<file path="config.mk">
export PLATFORM = sky130hd
export DESIGN_NAME = sr_ff_driver
export DESIGN_NICKNAME = d
export VERILOG_FILES = /design/src/rtl/sr_ff_driver.sv
export SDC_FILE = /design/constraint.sdc
export NUM_CORES = 1
export LEC_CHECK = 0
export ABC_AREA = 1
export CORE_ASPECT_RATIO = 0.75
export CORE_MARGIN = 2
export CORE_UTILIZATION = 45
export CTS_BUF_LIST = sky130_fd_sc_hd__clkbuf_4
export DETAILED_ROUTE_END_ITERATION = 10
export GPL_ROUTABILITY_DRIVEN = 0
export PLACE_DENSITY = 0.75
export SETUP_SLACK_MARGIN = 0.02
export SLEW_MARGIN = 10
export SYNTH_ARGS = -nofsm -noshare
export SYNTH_HDL_FRONTEND = slang
export SYNTH_SLANG_ARGS = --single-unit
</file>
<file path="constraint.sdc">
create_clock -name clk -period 1.2 [get_ports clk]
set_input_delay 0.36 -clock clk [delete_from_list [all_inputs] [get_ports clk]]
set_output_delay 0.36 -clock clk [all_outputs]
set_load 0.01 [all_outputs]
</file>
<file path="src/rtl/sr_ff_driver.sv">
// rtl/sr_ff_driver.sv - converts a stream of target states into SR excitations and checks q feedback
module sr_ff_driver #(
    parameter int CNT_W       = 8,
    parameter bit FORCE_DRIVE = 1'b0
) (
    input  logic             clk,
    input  logic             rst,
    input  logic             tgt_valid,
    input  logic             tgt_bit,
    output logic             tgt_ready,
    output logic [1:0]       sr,
    input  logic             q_fb,
    output logic             busy,
    output logic             err,
    input  logic             err_clr,
    output logic [CNT_W-1:0] cmd_count,
    output logic [CNT_W-1:0] mis_count
);

    typedef enum logic [1:0] {
        IDLE  = 2'd0,
        DRIVE = 2'd1,
        CHECK = 2'd2
    } state_t;

    localparam logic [CNT_W-1:0] CNT_MAX = '1;

    state_t           state_q, state_d;
    logic [1:0]       sr_q, sr_d;
    logic             exp_q, exp_d;
    logic             resync_q, resync_d;
    logic             err_q, err_d;
    logic [CNT_W-1:0] cmd_q, cmd_d;
    logic [CNT_W-1:0] mis_q, mis_d;
    logic             mismatch;

    always_comb begin
        state_d  = state_q;
        sr_d     = sr_q;
        exp_d    = exp_q;
        resync_d = resync_q;
        cmd_d    = cmd_q;
        mis_d    = mis_q;
        mismatch = 1'b0;

        case (state_q)
            IDLE: begin
                sr_d = 2'b00;
                if (tgt_valid) begin
                    // A hold is only trusted while the flip-flop is known to match exp_q
                    if ((tgt_bit == exp_q) && !FORCE_DRIVE && !resync_q)
                        sr_d = 2'b00;
                    else
                        sr_d = {tgt_bit, ~tgt_bit};
                    exp_d    = tgt_bit;
                    resync_d = 1'b0;
                    if ((sr_d != 2'b00) && (cmd_q != CNT_MAX))
                        cmd_d = cmd_q + 1'b1;
                    state_d = DRIVE;
                end
            end
            DRIVE: begin
                sr_d    = 2'b00;
                state_d = CHECK;
            end
            CHECK: begin
                // Case inequality so an X/Z feedback in simulation is flagged too
                mismatch = (q_fb !== exp_q);
                state_d  = IDLE;
            end
            default: begin
                sr_d    = 2'b00;
                state_d = IDLE;
            end
        endcase

        err_d = err_clr ? 1'b0 : err_q;
        if (mismatch) begin
            err_d    = 1'b1;
            resync_d = 1'b1;
            if (mis_q != CNT_MAX)
                mis_d = mis_q + 1'b1;
        end
    end

    always_ff @(posedge clk or posedge rst) begin
        if (rst) begin
            state_q  <= IDLE;
            sr_q     <= 2'b00;
            exp_q    <= 1'b0;
            resync_q <= 1'b0;
            err_q    <= 1'b0;
            cmd_q    <= '0;
            mis_q    <= '0;
        end else begin
            state_q  <= state_d;
            sr_q     <= sr_d;
            exp_q    <= exp_d;
            resync_q <= resync_d;
            err_q    <= err_d;
            cmd_q    <= cmd_d;
            mis_q    <= mis_d;
        end
    end

    assign tgt_ready = (state_q == IDLE);
    assign busy      = (state_q != IDLE);
    assign sr        = sr_q;
    assign err       = err_q;
    assign cmd_count = cmd_q;
    assign mis_count = mis_q;

endmodule
</file>
==> out/qor.yml <==
logic_synthesis:
  ys_warn_count: 0
  synthAdderAreaFrac_pct: 1.953
  synth_compound_area_share_pct: 2.734
  synth.yosys.seq_area_share_pct: 44.92
  synth_simple_gate_area_share_pct: 39.84
  synth_cell_types: 20
  synth_top_family_by_area: "simple AND/OR/NAND/NOR gates"
  synth_mux_area_share_pct: 0
  synth_xor_area_share_pct: 4.102
  syn-instance-count: 173
  synth_top_area_cell: "dfrtp_1"
  netlist.area_leader.share_pct: 44.92
  synth_most_common_cell: "nand2_1"
  synthTopCellsByArea: "dfrtp_1 45%, nand2_1 24%, inv_1 5.6%"
  synth-main-ff-cell: "dfrtp_1"
  synth_edf_count: 0
  syn_nets: 181
  netlist_area_um2: 1281
  avgSynthCellArea_um2: 7.406
  synth_seq_cells: 23
  synthTopCellsByCount: "81 x nand2_1, 23 x dfrtp_1, 19 x inv_1"
  synth_async_sr_flop_share_pct: 100.0
cts:
  numCtsBuffers: 3
  cts_tree: "built"
  clk_pin_slew_worst_paths_ps: 130
  cts-root-buf: "clkbuf_4"
  htreeDepth: 1
  clk_latency_ps: 320
  ctsLongestPathBuffers: 2
  cts_sinks: 23
critical_path:
  critPathBufInv: 3
  crit_top_cell: "nand2_2"
  path_class: "reg -> reg"
  worst_ep_arrival_time_ps: 1620
  critical_path.slowest_cell: "dfrtp_1"
  critical-path-max-stage-delay_ps: 400
  cp-end-kind: "register"
  crit_fanout: 8
  crit_family: "simple AND/OR/NAND/NOR gates"
  worst_ep_required_time_ps: 1420
  cp-start-kind: "register"
  worstPathCellList: "inv_1 > nand2_2 > buf_4 > nor2_8 > buf_12 > nand3_4 > nand2_2 > nand2_1"
route:
  routed_wl_um: 3898
  viasPerCell: 4.954
  postRouteAntennaNets: 0
  drt-pass1-iter-count: 4
  wl_per_cell_um: 13.92
  drc: 0
  vias: 1387
  drt_iter0_drc: 50
timing:
  min_period_over_period_pct: 116.6
  hold_viol: 0
  setup_violations: 37
  whs_ps: 349.9
  clock.fmax_mhz: 714.5
  fin_skew_ps: 1.494
  rsz0062_at_grt: "true"
  slew_viol_final: 0
  setup_slack_ps: -199.5
  min_period_ps: 1399
  tns_ps: -3129
  tightestPinTransition_ps: 211.4
  max_slew_margin_pct: 85.87
pwr:
  seqPwrFrac_pct: 32.7
  p_sw_mw: 1.241
  ir_worst_vdd_mv: 0.9735
  p_clk_share_pct: 11.8
  pwr_density_cell_nw_per_um2: 1540
  pwr-share-comb_pct: 55.6
  p_sw_share_pct: 39.14
  finalPower_mw: 3.170
  leakagePower_nw: 1.173
  p_int_mw: 1.930
final_layout:
  fin_nets: 253
  design_area_um2: 2058
  antenna_cells: 0
  final_cells: 280
  drive_gt1_share_pct: 46.31
  area_growth_pct: 60.64
global_routing:
  met1_usage_pct: 31.30
  grt_pass1_wl_um: 6120
  grt-busiest-layer: "met2"
  track_usage_pct: 24.16
  grt_max_degree: 24
  grt_pass1_vias: 1375
  grt-ovfl-total: 0
  grt_use_met3_pct: 5.605
  grt_antenna_before_repair: 0
  globalRouteMet2Util_pct: 39.80
floorplan:
  start_util_pct: 48.12
  die_h_um: 50.21
  dieArea_um2: 3295
  fp.dieW_um: 65.62
  core_um2: 2663
  ios: 27
  rows: 16
placed_design:
  placed_cells: 265
  placed_area_um2: 1849
  hpwl_um: 2412
  portBuffers: 26
status:
  violations: "negative setup slack"
  status: "finished, violations left"
job:
  drv_cap: 0
hold_path:
  hold_path.class: "in -> async"
[power by group through the flow]
| stage | clock (mW) | combinational (mW) | sequential (mW) |
|---|---|---|---|
| 2_1_floorplan | 0 | 0.457 | 1.19 |
| 3_3_place_gp | 0 | 1.26 | 1.06 |
| 3_5_place_dp | 0 | 1.30 | 1.07 |
| 4_1_cts | 0.379 | 1.50 | 1.03 |
| 5_1_grt | 0.409 | 1.90 | 1.06 |
| 6_report | 0.373 | 1.76 | 1.04 |
[worst reg2reg max path: cells and delay by family (launching register included)]
family	cells	cell delay [ps]
DFF	1	400
and+or+nand+nor	5	560
buffers and inverters	3	340
[what timing repair did]
item / 4_1_cts / 5_1_grt
hold endpoints to repair: 0 / 0
gates resized for setup: 105 / 31
endpoints found under the setup margin: 38 / 41
setup buffers: 9 / 3
pin swaps: 12 / 15
hold buffers: 0 / 0
[metrics by stage]
step | utilization [%] | setup WS, ps
2_1_floorplan | - | -2.557
3_3_place_gp | 69.45 | -388.1
4_1_cts | 72.37 | -171.7
3_5_place_dp | 69.45 | -499.4
5_1_grt | 77.30 | -253.3
6_report | 77.30 | -199.5
[flip-flops by register name (all words and copies together), names as in the netlist]
name       cells
cmd_count      8
err            1
exp_q          1
mis_count      8
resync_q       1
sr             2
state_q        2
[routing by layer]
layer | up-vias | wire length [um]
li1 | 670 | -
met1 | 675 | 1587
met2 | 36 | 2094
met5 | - | 0
met3 | 6 | 157
met4 | 0 | 58
[cell families after synthesis]
kind of cell | count (synthesis)
simple gates | 113
flops | 23
buf+inv | 22
compound gates | 7
xor+xnor | 6
fa+ha+maj | 2
[worst paths after layout]
check | startpoint | endpoint | slack, ps | cells past startpoint
hold reg to reg | sr[1] | sr[1] | 510 | 2
setup / recovery | state_q[1] | cmd_count[4] | -200 | 8
max in group asynchronous | rst | mis_count[7] | 710 | 3
setup reg to reg | state_q[1] | cmd_count[4] | -200 | 8
min in group clk | sr[1] | sr[1] | 510 | 2
hold / removal | rst | mis_count[1] | 350 | 3
[cells in the final DEF, fill, tap and decap left out]
| cell | count |
|---|---|
| nand2_1 | 54 |
| buf_4 | 32 |
| nand2_2 | 25 |
| dfrtp_1 | 23 |
| buf_2 | 20 |
| inv_1 | 17 |
| nor2_1 | 9 |
| buf_6 | 8 |
| nand2_4 | 6 |
| o21ai_0 | 6 |
| clkdlybuf4s50_1 | 5 |
| nand3_4 | 4 |
| nor2_4 | 4 |
| nand3_1 | 4 |
| inv_2 | 3 |
| xor2_1 | 3 |
| xnor2_1 | 3 |
| nand3b_1 | 3 |
| clkbuf_4 | 3 |
| nand4_1 | 2 |
| ha_4 | 2 |
| buf_12 | 2 |
| clkinv_1 | 1 |
| nor3_4 | 1 |
| nor2_8 | 1 |
| inv_4 | 1 |
| o21ai_1 | 1 |
| clkinv_2 | 1 |
[layout make-up]
cell class              instances  area [um2]
clock buffers                   3       22.52
well taps                      36       45.04
inverters                      22       85.08
flip-flops and latches         23       575.6
repair buffers                 67       520.5
multi-input cells             128       804.5
clock inverters                 1       5.005
fillers                       174       604.3
Note: power is estimated with default switching activity, not from simulation.
==> patch 1, RTL diff (same flow settings) <==
Change the parameter `CNT_W` from 8 to 9.
--- a/src/rtl/sr_ff_driver.sv
+++ b/src/rtl/sr_ff_driver.sv
@@ -2,3 +2,3 @@
 module sr_ff_driver #(
-    parameter int CNT_W       = 8,
+    parameter int CNT_W       = 9,
     parameter bit FORCE_DRIVE = 1'b0
Interface: changed (resized cmd_count and mis_count); port bits go from 27 to 29. The function was not compared with the original's and may differ.
==> patch 1 against the unedited design <==
The run still ends with negative setup slack left. Highest routed layer unchanged. Final area up 24%. Non-clock buffer count up 34. Sequential power is 16% higher. Area after synthesis rose by 11%. Maximum frequency decreased by 10%. Total power grew 30%. Via count is 24% higher. Largest cell class is now non-clock buffers. Largest power group unchanged. Final cell count up 16%. Sequential share of layout area decreased by 3.2 points. Clock skew rose by 2.2 ps. Sequential cell count is 2 higher. Setup slack worse by 160 ps. Hold slack lost 18 ps. Critical path type unchanged. Routed wire length rose by 30%.
==> patch 1: results (changes against the unedited design) <==
• multi-input gate area in the final layout: 859.6 um^2, +6.8%
• total negative slack for setup checks: -8331 ps, -5202 ps
• slowest cell on the critical path: dfrtp_2
• number of setup buffers added after CTS: 27, +18
• sequential cell area: 634.4 um^2, +10%
• global-route track usage on met3: 0.06882, +0.01276
• number of multi-input logic gates: 129, +0.78%
• CP arrival: 1800 ps, +180 ps
• Hold Slack: 332.3 ps, -17.61 ps
• post-route non-filler standard cell count: 325, +16%
• met3 wire length: 383 um, +140%
• worst-case setup margin in the final layout: -357.8 ps, -158.3 ps
• largest net degree at the start of global routing: 26, +8.3%
• Non-clock buffers, area share: 0.3431, +0.09022
• growth of design area from synthesis to finish: 80.11%
• clock distribution area overhead in the final layout: 0.01173, -0.001644
• met2 layer wire length in the routed design: 2.569 mm, +23%
• capture instance of the worst register-to-register path: mis_count[0]$_DFFE_PP0P_
• tightest slew margin relative to the limit: 0.8471, -0.01161
• routed wire length: 5.074 mm, +30%
• number of core rows: 17, +1
• TritonCTS Sinks: 25, +8.7%
• # setup viols final: 43, +16%
• number of violations reported at the end of detailed-routing iteration 0: 120, +140%
• met2 layer usage reported by global route: 0.5080, +0.1101
• Avg Synthesized Cell Area: 7.896 um^2, +6.6%
• status: finished with violations
• Skew-Pair Late Insertion Delay: 340 ps, +20 ps
• failing checks: negative setup slack
• net count after synthesis: 190, +5.0%
• worst-case vdd ir drop: 1122 uV, +15%
patch 1: cell types whose count changed after synthesis, sizes merged:
cell / before / now
inv: 21 / 28
nand2: 85 / 79
nand3: 8 / 11
nor2: 14 / 11
dfrtp: 23 / 25
ha: 2 / 4
nand3b: 3 / 1
nor4: 0 / 2
o21ai: 7 / 9
a21oi: 0 / 1
clkinv: 1 / 0
nand4: 2 / 3
nor3: 1 / 0
patch 1: cell families (layout without fill, tap and decap cells):
| logic type | after synthesis | count (layout) | share of synthesized area |
|---|---|---|---|
| buffers and inverters | 28 | 133 | 0.07394 |
| AO/OA/AOI/OAI | 10 | 10 | 0.03521 |
| flip-flops | 25 | 25 | 0.4401 |
| AND/OR/NAND/NOR | 107 | 109 | 0.3785 |
| XOR/XNOR | 6 | 6 | 0.03698 |
| adder cells (fa/ha/maj) | 4 | 4 | 0.03521 |
patch 1: power by group:
group / internal, mW / switching, mW
combinational: 1.33 / 1.14
sequential: 1.04 / 0.166
clock: 0.153 / 0.284
total: 2.52 / 1.59
==> patch 2, RTL diff (same flow settings) <==
Made on the original files. Register the output `cmd_count` once more, cleared by the reset; this adds one clock of latency there. The other outputs are not delayed to match.
--- a/src/rtl/sr_ff_driver.sv
+++ b/src/rtl/sr_ff_driver.sv
@@ -109,3 +109,9 @@
     assign err       = err_q;
-    assign cmd_count = cmd_q;
+    always_ff @(posedge clk or posedge rst) begin
+        if (rst) begin
+            cmd_count <= '0;
+        end else begin
+            cmd_count <= cmd_q;
+        end
+    end
     assign mis_count = mis_q;
Behaviour: not the same (Yosys sat finds a counterexample within 4 cycles, from zero or initial values and one cycle with rst high).
==> patch 2 against the unedited design <==
The flow still finishes with violations (negative setup slack). Count of clock-buffer cells in the layout increased by 4. Sequential share of layout area increased by 8.3 points. Routed wire length decreased by 9.5%. Hold slack improved by 18 ps. Sequential cell count increased by 8. Area after synthesis increased by 15%. Final area increased by 4.0%. Setup slack improved by 65 ps. Maximum frequency increased by 4.9%. Total power increased by 8.9%. Sequential power increased by 37%. Largest cell class is now sequential cells. Largest power group is now registers.
==> patch 2: results (changes against the unedited design) <==
• number of global-route vias before repair: 1,369, -0.44%
• worst-case setup margin in the final layout: -134.2 ps, +65.26 ps
• failing checks: negative setup slack
• placed inst area: 0.001992 mm^2, +7.7%
• # setup viols final: 32, -14%
• most common library cells after synthesis: nand2_1 (82), dfrtp_1 (31), inv_1 (16), nor2_1 (11), o21ai_0 (7)
• global-route track usage on met3: 0.04571, -0.01034
• tightest slew margin relative to the limit: 0.8357, -0.02307
• portion of the post-synthesis area used by sequential elements: 0.5272, +0.07799
• first-pass GRT wire length: 5.899 mm, -3.6%
• Routed wire per std cell: 12.42 um, -11%
• largest fanout of any net on the critical path: 3, -5
• total of fill cells in the finished design: 229, +32%
• net count after synthesis: 189, +4.4%
• post-synthesis compound-gate area fraction: 0.02381, -0.003534
• Post-DP HPWL: 2.404 mm, -0.34%
• met1 Use GR: 0.2281, -0.08486
• clock group total power: 632 uW, +69%
• worst setup path start: state_q[0]$_DFFE_PP0P_
• Avg Synthesized Cell Area: 8.129 um^2, +9.8%
• ranking of synthesized cells by area: dfrtp_1 (53%), nand2_1 (21%), inv_1 (4.1%)
• worst-case vdd ir drop: 1109 uV, +14%
• ratio of cells with drive above 1 in the final layout: 0.3943, -0.06881
• Top delay family on crit path: flip-flops
• XOR/XNOR Fraction of Synth Area: 0.03571, -0.005301
• Internal Power: 2.201 mW, +14%
• setup slack at placement: -526.5 ps, -27.08 ps
• TritonCTS buffer count: 5, +2
• Setup Skew: 5.734 ps, +4.240 ps
• met2 layer usage reported by global route: 0.4048, +0.006803
• share of power burned in registers: 0.410, +0.083
• status: finished with violations
• depth of the worst register-to-register path: 7, -1
• Clock power frac: 0.183, +0.065
• Worst-path clk slew: 100 ps, -30 ps
• number of violations reported at the end of detailed-routing iteration 0: 61, +22%
• Unique masters post-synth: 19, -5.0%
• flop-to-flop setup slack: -80 ps, +120 ps
• critical path capture point: tgt_ready
• post-route non-filler standard cell count: 284, +1.4%
• capture instance of the worst register-to-register path: cmd_q[2]$_DFFE_PP0P_
• maximum level of the CTS H-tree: 2, +1
• placed cell count: 269, +1.5%
• Synth Area in Adders: 0.01701, -0.002524
• post-detailed-route via-to-cell ratio: 4.743, -4.3%
==> patch 2: cell types whose count changed after synthesis, sizes merged <==
cell	delta
dfrtp	+8
inv	-1
nand2	+1
nand3	-1
nor2	+1
==> patch 2: worst min path at each step <==
stage / startpoint / to / slack, ps / cells past startpoint
detailed placement: cmd_q[7]$_DFFE_PP0P_ / cmd_count[7]$_DFF_PP0_ / 440 / 0
floorplan: cmd_q[7]$_DFFE_PP0P_ / cmd_count[7]$_DFF_PP0_ / 410 / 0
CTS: rst / sr[0]$_DFFE_PP0N_ / 350 / 3
global route: rst / cmd_count[3]$_DFF_PP0_ / 370 / 3
finish: rst / mis_count[5]$_DFFE_PP0P_ / 370 / 3
global placement: cmd_q[7]$_DFFE_PP0P_ / cmd_count[7]$_DFF_PP0_ / 420 / 0
==> patch 2: cell families after synthesis <==
kind of cell               Yosys count
and+or+nand+nor                    114
xor gates and xnor gates             6
AOI/OAI and AO/OA                    7
buffers and inverters               21
adders and majority gates            2
DFF                                 31
==> patch 2: layout make-up <==
| class | instances | area (um^2) | area share |
|---|---|---|---|
| clock inverters | 1 | 5.005 | 0.002339 |
| multi-input cells | 129 | 750.7 | 0.3509 |
| clock buffers | 7 | 52.55 | 0.02456 |
| flip-flops and latches | 31 | 775.7 | 0.3626 |
| well taps | 38 | 47.55 | 0.02222 |
| inverters | 21 | 78.83 | 0.03684 |
| repair buffers | 57 | 429.2 | 0.2006 |
==> patch 2: repair_timing <==
| action | CTS | global route |
|---|---|---|
| setup buffers | 6 | 2 |
| resized for setup | 102 | 21 |
| pin swaps | 10 | 16 |
| hold buffers | 0 | 0 |
| endpoints found under the setup margin | 38 | 42 |
==> patch 2: metal layers <==
metal,vias to the layer above,share of wire
met5,-,0
met4,0,0.017
met3,9,0.043
met2,31,0.51
met1,628,0.43
li1,679,-
